--- src/rtl/serial_arith_pkg.sv ---
// Shared definitions for the bit-serial arithmetic blocks: FSM state codes,
// the debug view of the datapath, and a ceil-log2 helper for counter sizing.
package serial_arith_pkg;

    localparam logic [1:0] ST_IDLE = 2'd0;
    localparam logic [1:0] ST_RUN  = 2'd1;
    localparam logic [1:0] ST_DONE = 2'd2;

    typedef struct packed {
        logic [1:0] state;
        logic       carry;
    } dbg_t;

    // Returns at least 1 so a counter declared with it is never zero-width.
    function automatic int clog2(input int value);
        int bits;
        bits = 0;
        while ((1 << bits) < value) bits++;
        return (bits < 1) ? 1 : bits;
    endfunction

endpackage

--- src/rtl/serial_addsub_nbit_if.sv ---
// Handshake and serial data bundle of serial_addsub_nbit; the ovf signal
// exists only when SERIAL_OVF_EN is defined.
interface serial_addsub_nbit_if #(
    parameter int WIDTH = 8
);
    // start is a request sampled on a rising edge; it is taken only while the
    // block is not busy. done is a single-cycle pulse and s_out/c_out stay
    // valid from that pulse until the next accepted start.
    logic             start;
    logic             sub;
    logic             a;
    logic             b;
    logic [WIDTH-1:0] s_out;
    logic             c_out;
    logic             busy;
    logic             done;
`ifdef SERIAL_OVF_EN
    logic             ovf;
`endif

    modport master (
        output start, sub, a, b,
        input  s_out, c_out, busy, done
`ifdef SERIAL_OVF_EN
        , input ovf
`endif
    );

    modport slave (
        input  start, sub, a, b,
        output s_out, c_out, busy, done
`ifdef SERIAL_OVF_EN
        , output ovf
`endif
    );

endinterface

--- src/rtl/serial_fa_cell.sv ---
// One full-adder bit with a registered carry; load presets the carry so the
// same cell performs two's-complement subtraction when preset to 1.
module serial_fa_cell (
    input  logic clk,
    input  logic reset,
    input  logic load,
    input  logic load_val,
    input  logic en,
    input  logic a,
    input  logic b,
    output logic sum,
    output logic cout,
    output logic carry
);

    assign sum  = a ^ b ^ carry;
    assign cout = (a & b) | (a & carry) | (b & carry);

    always_ff @(posedge clk) begin
        if (reset) begin
            carry <= 1'b0;
        end else if (load) begin
            carry <= load_val;
        end else if (en) begin
            carry <= cout;
        end
    end

endmodule

--- src/rtl/serial_addsub_nbit.sv ---
// WIDTH-generic bit-serial adder/subtractor with start/done handshake.
// Optional signed-overflow flag enabled by defining SERIAL_OVF_EN.
module serial_addsub_nbit
    import serial_arith_pkg::*;
#(
    parameter int WIDTH = 8
) (
    input  logic                 clk,
    input  logic                 reset,
    serial_addsub_nbit_if.slave  bus,
    output dbg_t                 dbg
);

    localparam int CW = clog2(WIDTH);
    localparam logic [CW-1:0] LAST = CW'(WIDTH - 1);

    logic [1:0]    state;
    logic [CW-1:0] cnt;
    logic          sub_q;
    logic          accept;
    logic          run;
    logic          bb;
    logic          sum;
    logic          cout;
    logic          carry_q;

    // start is ignored while an operation is in flight.
    assign accept = bus.start && (state != ST_RUN);
    assign run    = (state == ST_RUN);
    assign bb     = bus.b ^ sub_q;

    serial_fa_cell u_fa (
        .clk      (clk),
        .reset    (reset),
        .load     (accept),
        .load_val (bus.sub),
        .en       (run),
        .a        (bus.a),
        .b        (bb),
        .sum      (sum),
        .cout     (cout),
        .carry    (carry_q)
    );

    assign dbg = '{state: state, carry: carry_q};

    always_ff @(posedge clk) begin
        if (reset) begin
            state     <= ST_IDLE;
            cnt       <= '0;
            sub_q     <= 1'b0;
            bus.s_out <= '0;
            bus.c_out <= 1'b0;
            bus.busy  <= 1'b0;
            bus.done  <= 1'b0;
`ifdef SERIAL_OVF_EN
            bus.ovf   <= 1'b0;
`endif
        end else begin
            case (state)
                ST_RUN: begin
                    bus.s_out <= {sum, bus.s_out[WIDTH-1:1]};
                    cnt       <= cnt + 1'b1;
                    if (cnt == LAST) begin
                        cnt       <= '0;
                        bus.c_out <= cout;
                        bus.busy  <= 1'b0;
                        bus.done  <= 1'b1;
                        state     <= ST_DONE;
`ifdef SERIAL_OVF_EN
                        // Carry into the MSB is the registered carry; carry out is cout.
                        bus.ovf   <= carry_q ^ cout;
`endif
                    end
                end
                default: begin
                    // IDLE and DONE both accept a new operation.
                    bus.done <= 1'b0;
                    if (accept) begin
                        sub_q     <= bus.sub;
                        cnt       <= '0;
                        bus.c_out <= 1'b0;
                        bus.busy  <= 1'b1;
                        state     <= ST_RUN;
`ifdef SERIAL_OVF_EN
                        bus.ovf   <= 1'b0;
`endif
                    end else begin
                        state <= ST_IDLE;
                    end
                end
            endcase
        end
    end

endmodule

--- src/flat_wrapper.sv ---
// flat-port wrapper written by rule: the top's interface ports become plain ports
module serial_addsub_nbit_flat import serial_arith_pkg::*;
#(
    parameter int WIDTH = 8
)
  (clk, reset, dbg, bus_start, bus_sub, bus_a, bus_b, bus_s_out, bus_c_out, bus_busy, bus_done);
  serial_addsub_nbit_if #(.WIDTH(WIDTH)) bus_i ();
  input  logic clk;
  input  logic reset;
  output dbg_t dbg;
  input wire logic [$bits(bus_i.start)-1:0] bus_start;
  input wire logic [$bits(bus_i.sub)-1:0] bus_sub;
  input wire logic [$bits(bus_i.a)-1:0] bus_a;
  input wire logic [$bits(bus_i.b)-1:0] bus_b;
  output wire logic [$bits(bus_i.s_out)-1:0] bus_s_out;
  output wire logic [$bits(bus_i.c_out)-1:0] bus_c_out;
  output wire logic [$bits(bus_i.busy)-1:0] bus_busy;
  output wire logic [$bits(bus_i.done)-1:0] bus_done;
  assign bus_i.start = bus_start;
  assign bus_i.sub = bus_sub;
  assign bus_i.a = bus_a;
  assign bus_i.b = bus_b;
  assign bus_s_out = bus_i.s_out;
  assign bus_c_out = bus_i.c_out;
  assign bus_busy = bus_i.busy;
  assign bus_done = bus_i.done;
  serial_addsub_nbit #(.WIDTH(WIDTH)) u_core (.clk(clk), .reset(reset), .bus(bus_i), .dbg(dbg));
endmodule
--- config.mk ---
export PLATFORM = sky130hd
export DESIGN_NAME = serial_addsub_nbit_flat
export DESIGN_NICKNAME = d
export VERILOG_FILES = /design/src/rtl/serial_arith_pkg.sv /design/src/rtl/serial_addsub_nbit_if.sv /design/src/rtl/serial_fa_cell.sv /design/src/rtl/serial_addsub_nbit.sv /design/src/flat_wrapper.sv
export SDC_FILE = /design/constraint.sdc
export NUM_CORES = 1
export LEC_CHECK = 0
export CORE_MARGIN = 2
export CORE_UTILIZATION = 42
export DETAILED_ROUTE_END_ITERATION = 10
export PLACE_DENSITY = 0.81
export SLEW_MARGIN = 0
export SYNTH_ARGS = -nofsm -noshare
export SYNTH_HDL_FRONTEND = slang
export SYNTH_SLANG_ARGS = --single-unit
--- constraint.sdc ---
create_clock -name clk -period 1.25 [get_ports clk]
set_clock_uncertainty 0.15 [all_clocks]
set_input_delay 0.1875 -clock clk [delete_from_list [all_inputs] [get_ports clk]]
set_output_delay 0.1875 -clock clk [all_outputs]
set_load 0.05 [all_outputs]
==> results of run 1 <==
-- per-stage QoR --
step                      setup WS, ns  TNS [ns]  cell area (um^2)  instances  power (mW)
final                           -0.204    -0.621              1420        138        1.31
after global routing            -0.200     -1.19              1420        138        1.36
after CTS                       -0.123    -0.316              1260        133        1.23
after detailed placement        -0.443     -1.76              1200        128       0.878
after global placement          -0.380     -1.32              1200        128       0.870
after floorplan                -0.0310   -0.0579               811         83       0.763
-- synth_stat cells, drive strengths merged --
master / count
a2bb2oi: 1
nand2: 19
nand3: 4
inv: 3
ha: 2
dfxtp: 18
nor2: 4
o21ai: 1
xnor2: 1
fa: 1
nor2b: 2
a21oi: 13
buf: 5
a211oi: 2
nor3: 1
nand3b: 1
a31oi: 1
nor4b: 1
o211a: 1
nand2b: 2
-- layer usage --
metal | wire length [um] | global-route usage | vias up
met5 | 0 | 0 | -
met4 | 60 | 0.0667 | 0
met3 | 70 | 0.0385 | 6
met2 | 1230 | 0.315 | 19
met1 | 886 | 0.246 | 343
li1 | - | - | 338
-- cell type report --
cell class	instances	area, um^2
timing repair buffer	31	482
sequential	18	380
fill	106	324
tap	25	31.3
clock buffer	4	36.3
inverter	3	11.3
multi-input combinational	57	480
-- registers in the layout (all words and copies together) (netlist names) --
signal	cells
u_core.bus.busy	1
u_core.bus.c_out	1
u_core.bus.done	1
u_core.bus.s_out	8
u_core.cnt	3
u_core.state	2
u_core.sub_q	1
u_core.u_fa.carry	1
-- kinds of logic after synthesis --
logic type                 count (synthesis)  share of synthesized area
DFF                                       18                      0.461
adders and majority gates                  3                     0.0576
buffers and inverters                      8                     0.0656
AOI/OAI and AO/OA                         19                      0.184
xor gates and xnor gates                   1                     0.0112
and+or+nand+nor                           34                      0.221
-- path summary, 6_finish.rpt --
path                                     startpoint                   to  slack (ns)  cells after the start
worst max-delay path                   u_core.sub_q     u_core.bus.c_out       -0.20                      4
worst max register to register         u_core.sub_q     u_core.bus.c_out       -0.20                      4
worst min-delay path            u_core.bus.s_out[3]  u_core.bus.s_out[2]        0.34                      2
worst min register to register  u_core.bus.s_out[3]  u_core.bus.s_out[2]        0.34                      2
-- repair_timing --
| item | CTS | global route |
|---|---|---|
| endpoints found under the setup margin | 6 | 20 |
| hold buffers | 0 | 0 |
| cloned | 0 | 1 |
| gates resized for setup | 5 | 27 |
| setup buffers | 1 | 4 |
| pin swaps | 3 | 14 |
-- where the power goes --
part | internal [mW] | leakage [nW] | switching, mW | total (mW)
Sequential | 0.592 | 0.152 | 0.0229 | 0.615
Clock | 0.177 | 0.0210 | 0.182 | 0.359
Combinational | 0.169 | 0.423 | 0.165 | 0.333
-- worst max-delay path: stages, from the launching register on --
cell and delay [ns]:
dfxtp_2 0.35, xnor2_2 0.15, fa_2 0.37, a2bb2oi_1 0.17
a21oi_1 0.18
==> results.md, run 1 <==
- Mapped Nets: 92
- Cell variety after synth: 26
- Final setup violation count: 10
- Tcrit/Tclk final: 1.16
- Worst Tran Pin Value: 0.264 ns
- Clock Pin Slew Worst Setup and Hold Paths: 0.11 ns
- Post-DP HPWL: 1250 um
- Synth top area share: 0.461
- First-pass GRT wire length: just under 3000 um
- Hold_ws: 0.337 ns
- Final Net Count: 123
- Synth top area cells: dfxtp_1, a21oi_2, nand2_1, ha_1, buf_6
- Gpl congestion: 0.766
- H-Tree Depth: 1
- # DRC: 0
- Setup crit end kind: flop
- Number of I/O pins: 20
- Vias in the first global route: roughly 670
- Grt ovf: 0
- Vias per cell: 5.12
- Die Ht: 47.2 um
- Die area: 2220 um^2
- Failing checks: negative setup slack
- CP max FO: 2
- Share of post-route cells with drive strength above 1: 0.619
- Fmax: ~0.69 GHz
- Core Region: 1750 um^2
- Leading cell type in the layout, fill and taps excluded: buf_12
- CTS tree: built
- Data arrival, critical path: 1.52 ns
- DRT antenna net count: 0
- Max-Cap Viols: 0
- P_leak: 0.596 nW
- Gr usage total: 0.190
- I/O Buffers: 19
- 1st-iter DRT viols: 11
- Synth Area per Inst: 9.42 um^2
- Seq/Total Area, Yosys: 0.461
- Hold Violations, Final: 0
- N_diodes: 0
- DR pass1 iterations: 4
- Seq cells post-synth: 18
- Final Util: 0.814
- Commonest non-fill, non-tap cells in the layout: buf_12, nand2_1, dfxtp_2
- Max-slew violation count: 0
- CTS root buf: clkbuf_4
- Worst-case clock buffer depth: 2
- RSZ-0062 raised after global routing: true
- Final WL: 2250 um
- Via count: between 700 and 800
- Die width: 47.2 um
- Area grow syn2layout: 81.8%
- Startpoint types: flop
- Synth area leader: dfxtp_1
- Site row count: 15
- Relative slew slack: 0.823
- Post-Synthesis Cells: 83
- Period minus WS final: between 1 and 1.5 ns
- Num CTS Buffers: 3
- TritonCTS Sinks: 18
- Outcome: finished, violations left
- Initial Util: 0.448
- Max rail drop VDD: between 0.7 and 0.8 mV
- Pin count of the biggest net entering global routing: 19
- Crit Path Category: reg2reg
- DR WL/cell: ~16 um
- Initial antenna violation count: 0
- Yosys warnings: 0
- CP required: 1.31 ns
- Clock latency on the worst-skew pair: 0.29 ns
- Final WS setup: -0.204 ns
- Synth Cell Area: 782 um^2
- PD cells: 920 nW/um^2
- HP Class: reg2reg
No activity file was read; power rests on OpenSTA's default activity.
==> inputs of run 2 (changes only) <==
--- a/config.mk
+++ b/config.mk
@@ -7,6 +7,7 @@
 export LEC_CHECK = 0
 export CORE_MARGIN = 2
 export CORE_UTILIZATION = 42
+export CTS_CLUSTER_SIZE = 14
 export DETAILED_ROUTE_END_ITERATION = 10
 export PLACE_DENSITY = 0.81
 export SLEW_MARGIN = 0
==> results of run 2 <==
No change in the layout: final DEF, timing and power equal those of run 1.
==> inputs of run 3 (changes only) <==
--- a/config.mk
+++ b/config.mk
@@ -5,11 +5,12 @@
 export SDC_FILE = /design/constraint.sdc
 export NUM_CORES = 1
 export LEC_CHECK = 0
-export CORE_MARGIN = 2
-export CORE_UTILIZATION = 42
+export CORE_UTILIZATION = 44
+export CTS_BUF_LIST = sky130_fd_sc_hd__clkbuf_8
 export CTS_CLUSTER_SIZE = 14
 export DETAILED_ROUTE_END_ITERATION = 10
-export PLACE_DENSITY = 0.81
+export GPL_TIMING_DRIVEN = 1
+export PLACE_DENSITY = 0.84
 export SLEW_MARGIN = 0
 export SYNTH_ARGS = -nofsm -noshare
 export SYNTH_HDL_FRONTEND = slang
==> results.md, run 3 (same netlist as run 1, synthesis figures left out) <==
- Startpoint types: flop
- RSZ-0062 raised after global routing: true
- PD cells: 1030 nW/um^2
- Number of I/O pins: 20
- Post-Route Setup TNS: -0.660 ns
- Pre-CTS setup slack: -0.466 ns
- Final Power: 1.46 mW
- Worst Tran Pin Value: 0.284 ns
- Biggest register: u_core.bus.s_out
- N_diodes: 0
- Hold Violations, Final: 0
- Worst R2R Setup Slack: -0.20 ns
- Vias in the first global route: 755
- Die area: 1950 um^2
- DRT antenna net count: 0
- Leading cell type in the layout, fill and taps excluded: buf_12
- H-Tree Depth: 1
- Switching share of power: 0.283
- CP max FO: 2
- Max-Cap Viols: 0
- CTS tree: built
- NetSw: 412 uW
- I/O Buffers: 19
- Initial Util: 0.496
- Post-placement cell count: 120
- 1st-iter DRT viols: 28
- Final WL: 2790 um
- Post-DP HPWL: 1330 um
- P_leak: about 0.56 nW
- Initial antenna violation count: 0
- Clock Pin Slew Worst Setup and Hold Paths: 0.07 ns
- Core Region: approximately 1600 um^2
- Worst-case clock buffer depth: 2
- First-pass GRT wire length: 3550 um
- Final WS setup: -0.198 ns
- Gr usage total: 0.259
- Cell-internal power: 1.04 mW
- Area grow syn2layout: 81.4%
- Num CTS Buffers: 3
- Data arrival, critical path: 1.47 ns
- Final setup violation count: 10
- Comb pwr share: 0.238
- CTS root buf: clkbuf_8
- Outcome: finished, violations left
- Tcrit/Tclk final: 1.16
- HP Class: reg2reg
- Number of flip-flops in the largest register: 8
- Setup crit end kind: flop
- Pin count of the biggest net entering global routing: 19
- Hold_ws: 0.365 ns
- R2R cell count: 3
- Register area: roughly 370 um^2
- Sequential share of power: 0.425
- Clock latency on the worst-skew pair: 0.26 ns
- CP required: 1.27 ns
- Cts hold-fix bufs: 0
- Largest registers: u_core.bus.s_out x8, u_core.cnt x3, u_core.state x2
- Max-slew violation count: 0
- Relative slew slack: 0.810
- Site row count: 14
- Commonest non-fill, non-tap cells in the layout: buf_12, nand2_1, buf_4, dfxtp_1, a21oi_2
- Clk network pwr share: 0.337
- Max rail drop VDD: 1.10 mV
- Period minus WS final: 1.45 ns
- Failing checks: design-rule violations, negative setup slack
- Gpl congestion: ~0.76
- Non-Filler Instances: 135
- # DRC: 1
- Share of post-route cells with drive strength above 1: 0.563
- Via count: 810
- Hold path cells: 2
- DR WL/cell: 20.7 um
- TritonCTS Sinks: 18
- Final Net Count: between 100 and 150
- Die Ht: approximately 44 um
- Crit Path Category: reg2reg
- DR pass1 iterations: 9
- Grt ovf: 0
- Fillers: 64
- Footprint of the multi-input gates: 483 um^2
- Vias per cell: 6.00
- Die width: 44.2 um
- Fmax: 0.691 GHz
==> run 3: cell types whose count changed in the layout (fill, tap and decap cells not counted), sizes merged <==
cell / before / now
clkbuf: 5 / 4
dlymetal6s2s: 1 / 0
dlygate4sd2: 0 / 1
buf: 25 / 30
nor2b: 2 / 3
nand2b: 2 / 3
==> run 3: layout make-up <==
type | count | area share
clock buffer | 4 | 0.0388
inverter | 3 | 0.00794
multi-input combinational | 59 | 0.340
sequential | 18 | 0.262
tap | 16 | 0.0141
timing repair buffer | 35 | 0.337
==> run 3: critical path, stage by stage (launching register included) <==
cell      delay (ns)
dfxtp_2         0.34
xnor2_2         0.17
fa_2            0.49
a211oi_2        0.21
==> run 3: power groups by stage <==
stage | clock, mW | sequential, mW | combinational (mW)
finish | 0.491 | 0.618 | 0.346
global route | 0.519 | 0.619 | 0.356
CTS | 0.482 | 0.617 | 0.281
detailed placement | 0 | 0.626 | 0.254
global placement | 0 | 0.624 | 0.248
floorplan | 0 | 0.654 | 0.109
==> run 3: routing by layer <==
| layer | up-vias | wire (um) | global-route usage |
|---|---|---|---|
| li1 | 353 | - | - |
| met1 | 387 | 1130 | 0.323 |
| met2 | 58 | 1370 | 0.435 |
| met3 | 12 | 187 | 0.0571 |
| met4 | 0 | 106 | 0.103 |
| met5 | - | 0 | 0 |
==> run 3: what timing repair did <==
action,4_1_cts,5_1_grt
resized for setup,12,7
pin swaps,4,7
buffers inserted,2,7
endpoints found under the hold margin,0,0
cloned,1,1
endpoints found under the setup margin,11,12
==> run 3: final timing paths <==
kind / from / to
min reg2reg: u_core.bus.s_out[2] / u_core.bus.s_out[1]
max: u_core.sub_q / u_core.bus.s_out[7]
min: u_core.bus.s_out[2] / u_core.bus.s_out[1]
max reg2reg: u_core.sub_q / u_core.bus.s_out[7]
==> run 3: metrics by stage <==
| stage | area (um^2) | util |
|---|---|---|
| floorplan | 811 | - |
| global placement | 1200 | 0.760 |
| detailed placement | 1200 | 0.760 |
| CTS | 1330 | 0.840 |
| global route | 1420 | 0.900 |
| finish | 1420 | 0.900 |
